$ cat config.mk
export PLATFORM = sky130hd
export DESIGN_NAME = operand_scoreboard
export DESIGN_NICKNAME = d
export VERILOG_FILES = /design/src/rtl/operand_scoreboard_pkg.sv /design/src/rtl/operand_scoreboard_inflight_fifo.sv /design/src/rtl/operand_scoreboard.sv
export SDC_FILE = /design/constraint.sdc
export NUM_CORES = 1
export LEC_CHECK = 0
export CORE_ASPECT_RATIO = 0.8
export CORE_MARGIN = 2
export CORE_UTILIZATION = 25
export DETAILED_ROUTE_END_ITERATION = 12
export PLACE_DENSITY = 0.45
export REMOVE_ABC_BUFFERS = 1
export SLEW_MARGIN = 5
export SYNTH_ARGS = -nofsm -noshare
export SYNTH_HDL_FRONTEND = slang
export SYNTH_SLANG_ARGS = --single-unit
export TNS_END_PERCENT = 30
$ cat constraint.sdc
create_clock -name clk -period 6.9 [get_ports clk]
set_input_delay 1.035 -clock clk [delete_from_list [all_inputs] [get_ports clk]]
set_output_delay 1.035 -clock clk [all_outputs]
set_load 0.005 [all_outputs]
$ cat src/rtl/operand_scoreboard_pkg.sv
// Shared register-file constants for the TINY pipeline operand interlock.
// Also used by the operand fetch unit and the register write bank.
package operand_scoreboard_pkg;

  localparam int unsigned NUM_REGS = 16;
  localparam int unsigned ADDR_W   = 4;
  localparam int unsigned RA_REG   = 15;
  localparam int unsigned DEPTH    = 4;
  localparam int unsigned PTR_W    = 2;
  localparam int unsigned CNT_W    = 3;

  function automatic logic [NUM_REGS-1:0] regOnehot(input logic [ADDR_W-1:0] addr);
    logic [NUM_REGS-1:0] vec;
    vec       = '0;
    vec[addr] = 1'b1;
    return vec;
  endfunction

endpackage

$ cat src/rtl/operand_scoreboard_inflight_fifo.sv
// In-order FIFO of destination registers for in-flight writers.
// Same-edge order of effect: pop head, then trim youngest on flush, then push.
module operand_scoreboard_inflight_fifo
  import operand_scoreboard_pkg::*;
(
  input  logic                    clk,
  input  logic                    rst,
  input  logic                    push,
  input  logic [ADDR_W-1:0]       pushDst,
  input  logic                    pop,
  input  logic                    flush,
  input  logic [2:0]              flushCount,
  output logic [DEPTH-1:0]        validVec,
  output logic [DEPTH*ADDR_W-1:0] dstVec,
  output logic [ADDR_W-1:0]       headDst,
  output logic [CNT_W-1:0]        count,
  output logic                    full,
  output logic                    empty
);

  logic [DEPTH-1:0]  validQ, validD;
  logic [ADDR_W-1:0] dstQ [DEPTH];
  logic [ADDR_W-1:0] dstD [DEPTH];
  logic [PTR_W-1:0]  headQ, headD, tailQ, tailD;
  logic [CNT_W-1:0]  countQ, countD;
  logic [CNT_W-1:0]  cntAfterPop, trim;

  always_comb begin
    validD      = validQ;
    dstD        = dstQ;
    headD       = headQ;
    tailD       = tailQ;
    countD      = countQ;
    cntAfterPop = countQ;
    trim        = '0;

    if (pop && countQ != '0) begin
      validD[headQ] = 1'b0;
      headD         = headQ + PTR_W'(1);
      countD        = countQ - CNT_W'(1);
    end
    cntAfterPop = countD;

    if (flush) begin
      trim = (flushCount < cntAfterPop) ? flushCount : cntAfterPop;
    end
    for (int i = 0; i < DEPTH; i++) begin
      if (CNT_W'(i) < trim) begin
        validD[tailQ - PTR_W'(i + 1)] = 1'b0;
      end
    end
    // A full trim (trim == DEPTH) wraps the tail back onto itself.
    tailD  = tailQ - trim[PTR_W-1:0];
    countD = countD - trim;

    if (push && !flush && countD != CNT_W'(DEPTH)) begin
      validD[tailD] = 1'b1;
      dstD[tailD]   = pushDst;
      tailD         = tailD + PTR_W'(1);
      countD        = countD + CNT_W'(1);
    end
  end

  always_ff @(posedge clk or posedge rst) begin
    if (rst) begin
      validQ <= '0;
      headQ  <= '0;
      tailQ  <= '0;
      countQ <= '0;
      for (int i = 0; i < DEPTH; i++) begin
        dstQ[i] <= '0;
      end
    end else begin
      validQ <= validD;
      headQ  <= headD;
      tailQ  <= tailD;
      countQ <= countD;
      dstQ   <= dstD;
    end
  end

  always_comb begin
    dstVec = '0;
    for (int i = 0; i < DEPTH; i++) begin
      dstVec[i*ADDR_W +: ADDR_W] = dstQ[i];
    end
  end

  assign validVec = validQ;
  assign headDst  = dstQ[headQ];
  assign count    = countQ;
  assign full     = (countQ == CNT_W'(DEPTH));
  assign empty    = (countQ == '0);

endmodule

$ cat src/rtl/operand_scoreboard.sv
// RAW interlock between operand fetch and write-back: tracks pending register writes,
// stalls dependent issue until the producer retires, and trims younger writers on flush.
module operand_scoreboard
  import operand_scoreboard_pkg::*;
(
  input  logic                clk,
  input  logic                rst,
  input  logic                issueValid,
  input  logic [ADDR_W-1:0]   issueSr1Addr,
  input  logic [ADDR_W-1:0]   issueSr2Addr,
  input  logic                issueUsesSr1,
  input  logic                issueUsesSr2,
  input  logic                issueIsWb,
  input  logic                issueIsCall,
  input  logic [ADDR_W-1:0]   issueRd,
  input  logic                wbValid,
  input  logic [ADDR_W-1:0]   wbAddr,
  input  logic                flush,
  input  logic [2:0]          flushCount,
  output logic                stall,
  output logic                issueFire,
  output logic [NUM_REGS-1:0] busyMask,
  output logic [2:0]          count,
  output logic                full,
  output logic                empty,
  output logic                wbError
);

  logic [DEPTH-1:0]        validVec;
  logic [DEPTH*ADDR_W-1:0] dstVec;
  logic [ADDR_W-1:0]       headDst;
  logic [ADDR_W-1:0]       pushDst;
  logic                    pushEn;
  logic                    wbErrorQ;

  assign pushDst = issueIsCall ? ADDR_W'(RA_REG) : issueRd;
  assign pushEn  = issueFire & issueIsWb;

  operand_scoreboard_inflight_fifo uFifo (
    .clk        (clk),
    .rst        (rst),
    .push       (pushEn),
    .pushDst    (pushDst),
    .pop        (wbValid),
    .flush      (flush),
    .flushCount (flushCount),
    .validVec   (validVec),
    .dstVec     (dstVec),
    .headDst    (headDst),
    .count      (count),
    .full       (full),
    .empty      (empty)
  );

  // Busy comes from registered entries only, so the write-back cycle still reads busy.
  always_comb begin
    busyMask = '0;
    for (int i = 0; i < DEPTH; i++) begin
      if (validVec[i]) begin
        busyMask = busyMask | regOnehot(dstVec[i*ADDR_W +: ADDR_W]);
      end
    end
  end

  // Full stalls even when write-back pops this cycle.
  assign stall = issueValid & (full
                               | (issueUsesSr1 & busyMask[issueSr1Addr])
                               | (issueUsesSr2 & busyMask[issueSr2Addr]));
  assign issueFire = issueValid & ~stall & ~flush;

  always_ff @(posedge clk or posedge rst) begin
    if (rst) begin
      wbErrorQ <= 1'b0;
    end else if (wbValid && (empty || wbAddr != headDst)) begin
      wbErrorQ <= 1'b1;
    end
  end

  assign wbError = wbErrorQ;

endmodule
-- Word level (Yosys, flattened, before mapping)
Cells that the tools add are included.
- mux-type cells: 46
- reduce and logical (&&, ||, !) cells: 19
- bitwise logic cells: 26
- magnitude comparators: 30
- equality and inequality tests: 3
- add/subtract/negate cells: 9
- operators with widths (kind ; count):
    two-way mux 16 bit ; 4
    bitwise OR 16 bit ; 3
    two-way mux 4 bit ; 10
    < comparator 4 x 5 -> 1 bit (second input constant) ; 6
    AND 4 bit ; 5
    NOT 4 bit ; 5
    < comparator 2 x 3 -> 1 bit (second input constant) ; 6
    bitwise mux 16 bit ; 1
    demux 1 bit (select 4 bit) ; 4
    >= comparator 4 x 1 -> 1 bit (second input constant) ; 4
    logical AND 1 bit ; 15
    demux 1 bit (select 2 bit) ; 6
    >= comparator 2 x 1 -> 1 bit (second input constant) ; 6
    two-way mux 1 bit ; 12
    two-way mux 3 bit ; 4
    binary-select mux 1 bit (select 4 bit) ; 2
    binary-select mux 4 bit (select 2 bit) ; 1
    demux 4 bit (select 2 bit) ; 1
    AND 1 bit ; 6
    >= comparator 3 bit (second input constant) ; 2
    < comparator 1 x 3 -> 1 bit (first input constant) ; 2
    < comparator 2 x 3 -> 1 bit (first input constant) ; 2
    NOT 2 -> 3 bit ; 2
    adder 2 x 1 -> 2 bit (second input constant) ; 2
    other kinds (19) ; 22
- logic and storage cells: 142
- output and inout port bits: 24
- bits in registers: 28

-- Logic depth before layout (Yosys ltp)
- word-level depth: 24
- depth in mapped cells: 19

-- Hierarchy
From an unflattened synthesis, not the netlist that was laid out.
- cell total of the unflattened synthesis: 324
- area total of the unflattened synthesis: 2790.2 sq um
- by module, submodules not included (module ; cells each ; area each (sq um) ; seq. area each (sq um) ; times used):
    operand_scoreboard_inflight_fifo ; 154 ; 1736.7 ; 675.6 ; 1
    operand_scoreboard ; 170 ; 1053.5 ; 25.0 ; 1

-- Least setup slack after synthesis
No wires, ideal clock.
- kind: input port to flip-flop
- start point: input port wbValid
- end point: register uFifo.dstQ, in the netlist uFifo.dstVec[8]
- data arrival time: 4158 ps
- path slack: 2614 ps
- cell stages on the path: 12
- path buffers: 0
- path through: nand2_1 -> o21ai_0 -> inv_1 -> ha_1 -> a21o_1 -> a21oi_1 -> mux2i_1 -> fa_1 -> ha_1 -> a21boi_1 -> nand4_2 -> mux2_1
- word-level cells in the longest chain between the ends: 12
- elaborated cells between the ends (all ways): 16
- RTL lines (element ; RTL line ; text):
    start: declaration ; operand_scoreboard.sv:16 ; input logic wbValid,
    logical AND 1 bit (*) ; operand_scoreboard_inflight_fifo.sv:37 ; if (pop && countQ != '0) begin
    two-way mux 3 bit (*) ; operand_scoreboard_inflight_fifo.sv:37 ;
    < comparator 3 bit ; operand_scoreboard_inflight_fifo.sv:45 ; trim = (flushCount < cntAfterPop) ? flushCount : cntAfterPop;
    two-way mux 3 bit ; operand_scoreboard_inflight_fifo.sv:45 ;
    two-way mux 3 bit ; operand_scoreboard_inflight_fifo.sv:44 ; if (flush) begin
    subtractor 2 bit ; operand_scoreboard_inflight_fifo.sv:53 ; tailD = tailQ - trim[PTR_W-1:0];
    NOT 2 -> 3 bit (not written as such) ; operand_scoreboard_inflight_fifo.sv:58 ; dstD[tailD] = pushDst;
    >= comparator 3 bit (not written as such) or < comparator 3 x 1 -> 1 bit (tied branches) ; operand_scoreboard_inflight_fifo.sv:58 ;
    logical AND 1 bit (not written as such) ; operand_scoreboard_inflight_fifo.sv:58 ;
    two-way mux 4 bit (not written as such) ; operand_scoreboard_inflight_fifo.sv:58 ;
    demux 4 bit (select 2 bit) ; operand_scoreboard_inflight_fifo.sv:58 ;
    bitwise mux 16 bit ; operand_scoreboard_inflight_fifo.sv:58 ;
    end signal: assignment ; operand_scoreboard_inflight_fifo.sv:78 ; dstQ <= dstD;
    end: declaration ; operand_scoreboard_inflight_fifo.sv:22 ; logic [ADDR_W-1:0] dstQ [DEPTH];
Mark *: on every way between the ends. The rest lies on a longest branch, timed or not.
A chain may end at the register's enable or synchronous reset.

-- Final worst setup path
- start point: input port wbValid
- end point: register uFifo.dstQ, in the netlist uFifo.dstVec[15]
The elaborated chain is that of the path after synthesis.

==> key figures <==
Outcome
  • Run status: complete, no violations

Clocking
  • Clock buffer count from CTS: 3
  • CTS Sinks: 28
  • CTS tree: built
  • Skew-Pair Late Insertion Delay: 0.26 ns
  • Hold buffers post-CTS: 0
  • Maximum clock path buffer count: 2
  • Reg clk slew, reported paths: 0.07 ns
  • Depth of the CTS H-tree: 1
  • Post_cts resized: 0
  • Post-CTS Setup Bufs: 0
  • Clock Root Buffer: clkbuf_16

Pwr
  • Int Pwr: 709 uW
  • Maximum vdd ir drop: ~0.15 mV
  • Clk pwr share: 0.108
  • Comb power frac: 0.605
  • Pwr per Cell Area: 381 nW/um^2
  • Sequential Power Share: 0.287
  • NetSw: approximately 600 uW
  • Leakage power: about 0.0014 uW
  • Switching Fraction: 0.465

Timing
  • RSZ-0062 raised after global routing: no
  • Worst slew pin tran: 1.09 ns
  • Final setup vio count: 0
  • Final Cycle Share: 0.738
  • Crit path time final: 5.09 ns
  • Max-slew violation count: 0
  • Setup tns final: 0 ns
  • Max-slew headroom: 0.272
  • Final Hold Viols: 0
  • Setup Skew: 0.00361 ns
  • Worst hold slack: 0.463 ns
  • F_max: a little under 0.2 GHz

Die
  • Total core area: about 11000 um^2
  • Site row count: 34
  • Die Wd: 121 um
  • # IOs: 52
  • Initial core utilization: 0.254
  • Chip height: between 90 and 100 um
  • Total die area: 11800 um^2

Critical path
  • CP max stage cell: clkdlybuf4s50_1
  • Internal reg-to-reg setup slack: 2.28 ns
  • RR Endpoint: uFifo.dstVec[15]
  • CP Max Fanout: 6
  • CP arrival: between 5 and 6 ns
  • Crit path top cell by count: ha_1
  • Reg2reg start: uFifo.count[0]
  • R2R cell count: 15
  • Type of origin of the critical path: primary input
  • Buf/Inv on CP: 2
  • CP cell instances: clkdlybuf4s50_1 > nand2_1 > o21ai_0 > inv_1 > ha_1 > a21o_1 > a21oi_1 > mux2i_1 > fa_1 > ha_1 > a21boi_1 > nand4_2 > mux2_1
  • Crit end category: flop
  • Critical path required time: 7.05 ns
  • WS Path Type: primary input to flop
  • Largest stage delay, worst path: between 0.5 and 0.6 ns
  • Crit-path leading delay family: compound AO/OA/AOI/OAI gates

Layout
  • Flip-flop and latch area: 701 um^2
  • ANT cells: 0
  • Multi-input gate area: about 1900 um^2
  • Synthesis-to-layout area growth: 27.5%
  • Nets@finish: between 400 and 500
  • Fillers: roughly 1100
  • Layout cells sized above 1: 0.128

Global route
  • Met1 GRT Util: 0.226
  • GRT Residual Overflow: 0
  • First-pass GRT wire length: 12900 um
  • GR Layer Usage met2: 0.192
  • GRT Resource Usage Total: 0.137
  • Initial antenna violation count: 0
  • Vias in the first global route: roughly 2400
  • GRT busiest layer: met1
  • Largest net degree at the start of global routing: 29
  • M3 GR Usage: 0.0264

Place
  • DP HPWL: 6900 um
  • PortBufs: 51
  • Final Wtd Congestion: 0.894

Worst hold path
  • Hold EP: wbError
  • Hold Path Origin: wbError
  • HP Class: flop to flop
  • Hold depth: 1

Detailed routing
  • Detailed Route WL: 8230 um
  • Iteration-0 DRC Markers: 320
  • Drt drc: 0
  • Vias/cell: 5.15
  • DR vias: 2583
  • Routed Antenna Nets: 0
  • Drt first pass iters: 5
  • WL per Instance: about 16 um

Logic synthesis
  • Mapped Area: 2730 um^2
  • Number of warnings issued by yosys: 0
  • Cell count after synthesis: 310
  • Syn avg cell area: 8.80 um^2
  • Netlist cell types: 58
  • Post-synthesis sequential area ratio: 0.257
  • Primary FF master, synth: dfrtp_1
  • Post-synth ARST share: 1.00
  • Post-synthesis register bit count: 28
  • Post-synth EDFFs: 0

Job
  • MaxCap Viol Count: 0
-- sequential cells by signal (all words and copies together) (netlist names) --
signal and flops:
uFifo.headQ 2, uFifo.validVec 4, uFifo.count 3, uFifo.dstVec 16, wbError 1, uFifo.tailQ 2
-- kinds of logic (layout without fill, tap and decap cells) --
kind of cell    Yosys count  count (layout)  synth area share
xor+xnor                 12              12            0.0385
fa+ha+maj                17              17            0.0807
flops                    28              28             0.257
compound gates           77              77             0.199
simple gates            111             111             0.230
buf+inv                  37              85            0.0518
mux                      28              28             0.143
-- synth_stat cells, drive strengths merged (3+ instances only) --
cell type / n / area [um^2]
mux2i: 4 / 40.0
nor2: 25 / 93.8
or2: 11 / 68.8
nand2b: 10 / 62.6
a211oi: 6 / 45.0
buf: 3 / 12.5
and2: 3 / 18.8
nor3: 12 / 65.1
inv: 30 / 113
xor2: 4 / 35.0
nand2: 16 / 60.1
a21oi: 4 / 20.0
or3b: 4 / 35.0
o22ai: 27 / 169
dfrtp: 28 / 701
mux4: 7 / 158
xnor2: 8 / 70.1
nand3b: 8 / 60.1
mux2: 17 / 191
ha: 16 / 200
clkbuf: 4 / 16.3
nand4: 5 / 56.3
o21ai: 14 / 70.1
nand3: 8 / 45.0
o311ai: 4 / 35.0
-- power by group through the flow --
stage	registers (uW)	logic [uW]	clock network, uW
global placement	383	793	0
global route	398	894	153
detailed placement	381	795	0
CTS	377	801	146
floorplan	327	577	0
finish	380	802	144
-- layout by cell type, fill, tap and decap left out, types with 8 or more instances in the layout --
cell	instances
inv_1	30
nor3_1	11
clkdlybuf4s50_1	51
or2_2	10
nor2_1	25
xnor2_1	8
ha_1	16
o21ai_0	14
nand2b_1	10
nand2_1	16
o22ai_1	27
mux2_2	13
nand3b_1	8
dfrtp_1	28
-- how the worst max path moves through the flow --
stage            start                to  slack (ns)  depth (start not counted)
2_1_floorplan  wbValid   uFifo.dstVec[8]        2.61                         12
3_3_place_gp   wbValid  uFifo.dstVec[15]        1.70                         13
6_report       wbValid  uFifo.dstVec[15]        1.81                         13
3_5_place_dp   wbValid  uFifo.dstVec[15]        1.56                         13
5_1_grt        wbValid  uFifo.dstVec[15]        1.43                         13
4_1_cts        wbValid  uFifo.dstVec[15]        1.81                         13
-- routing by layer --
layer  share of wire  vias to the layer above
met1            0.53                     1227
met2            0.41                       98
met3           0.066                        4
li1                -                     1254
met4          0.0015                        0
met5               0                        -
-- per-stage QoR --
step / instances / setup slack (ns) / util / total power [uW] / instance area [um^2]
after floorplan: 303 / 2.61 / - / 904 / 2700
after global placement: 498 / 1.70 / 0.315 / 1180 / 3390
after detailed placement: 498 / 1.56 / 0.315 / 1180 / 3390
after CTS: 502 / 1.81 / 0.323 / 1320 / 3480
after global routing: 502 / 1.43 / 0.323 / 1450 / 3480
final: 502 / 1.81 / 0.323 / 1330 / 3480
-- layout make-up --
| class | count | area share |
|---|---|---|
| repair buffers | 51 | 0.147 |
| inverters | 30 | 0.0324 |
| clock buffers | 4 | 0.0255 |
| multi-input cells | 245 | 0.542 |
| well taps | 144 | 0.0518 |
| flip-flops and latches | 28 | 0.201 |
-- worst reg2reg max path: stages, from the launching register on --
cell	delay, ns
dfrtp_1	0.38
inv_1	0.10
ha_1	0.22
nand2b_1	0.17
nand2_1	0.11
o21ai_0	0.24
inv_1	0.13
ha_1	0.33
a21o_1	0.19
a21oi_1	0.22
mux2i_1	0.49
fa_1	0.55
ha_1	0.20
a21boi_1	0.49
nand4_2	0.31
mux2_1	0.38
(Power assumes the default switching activity.)
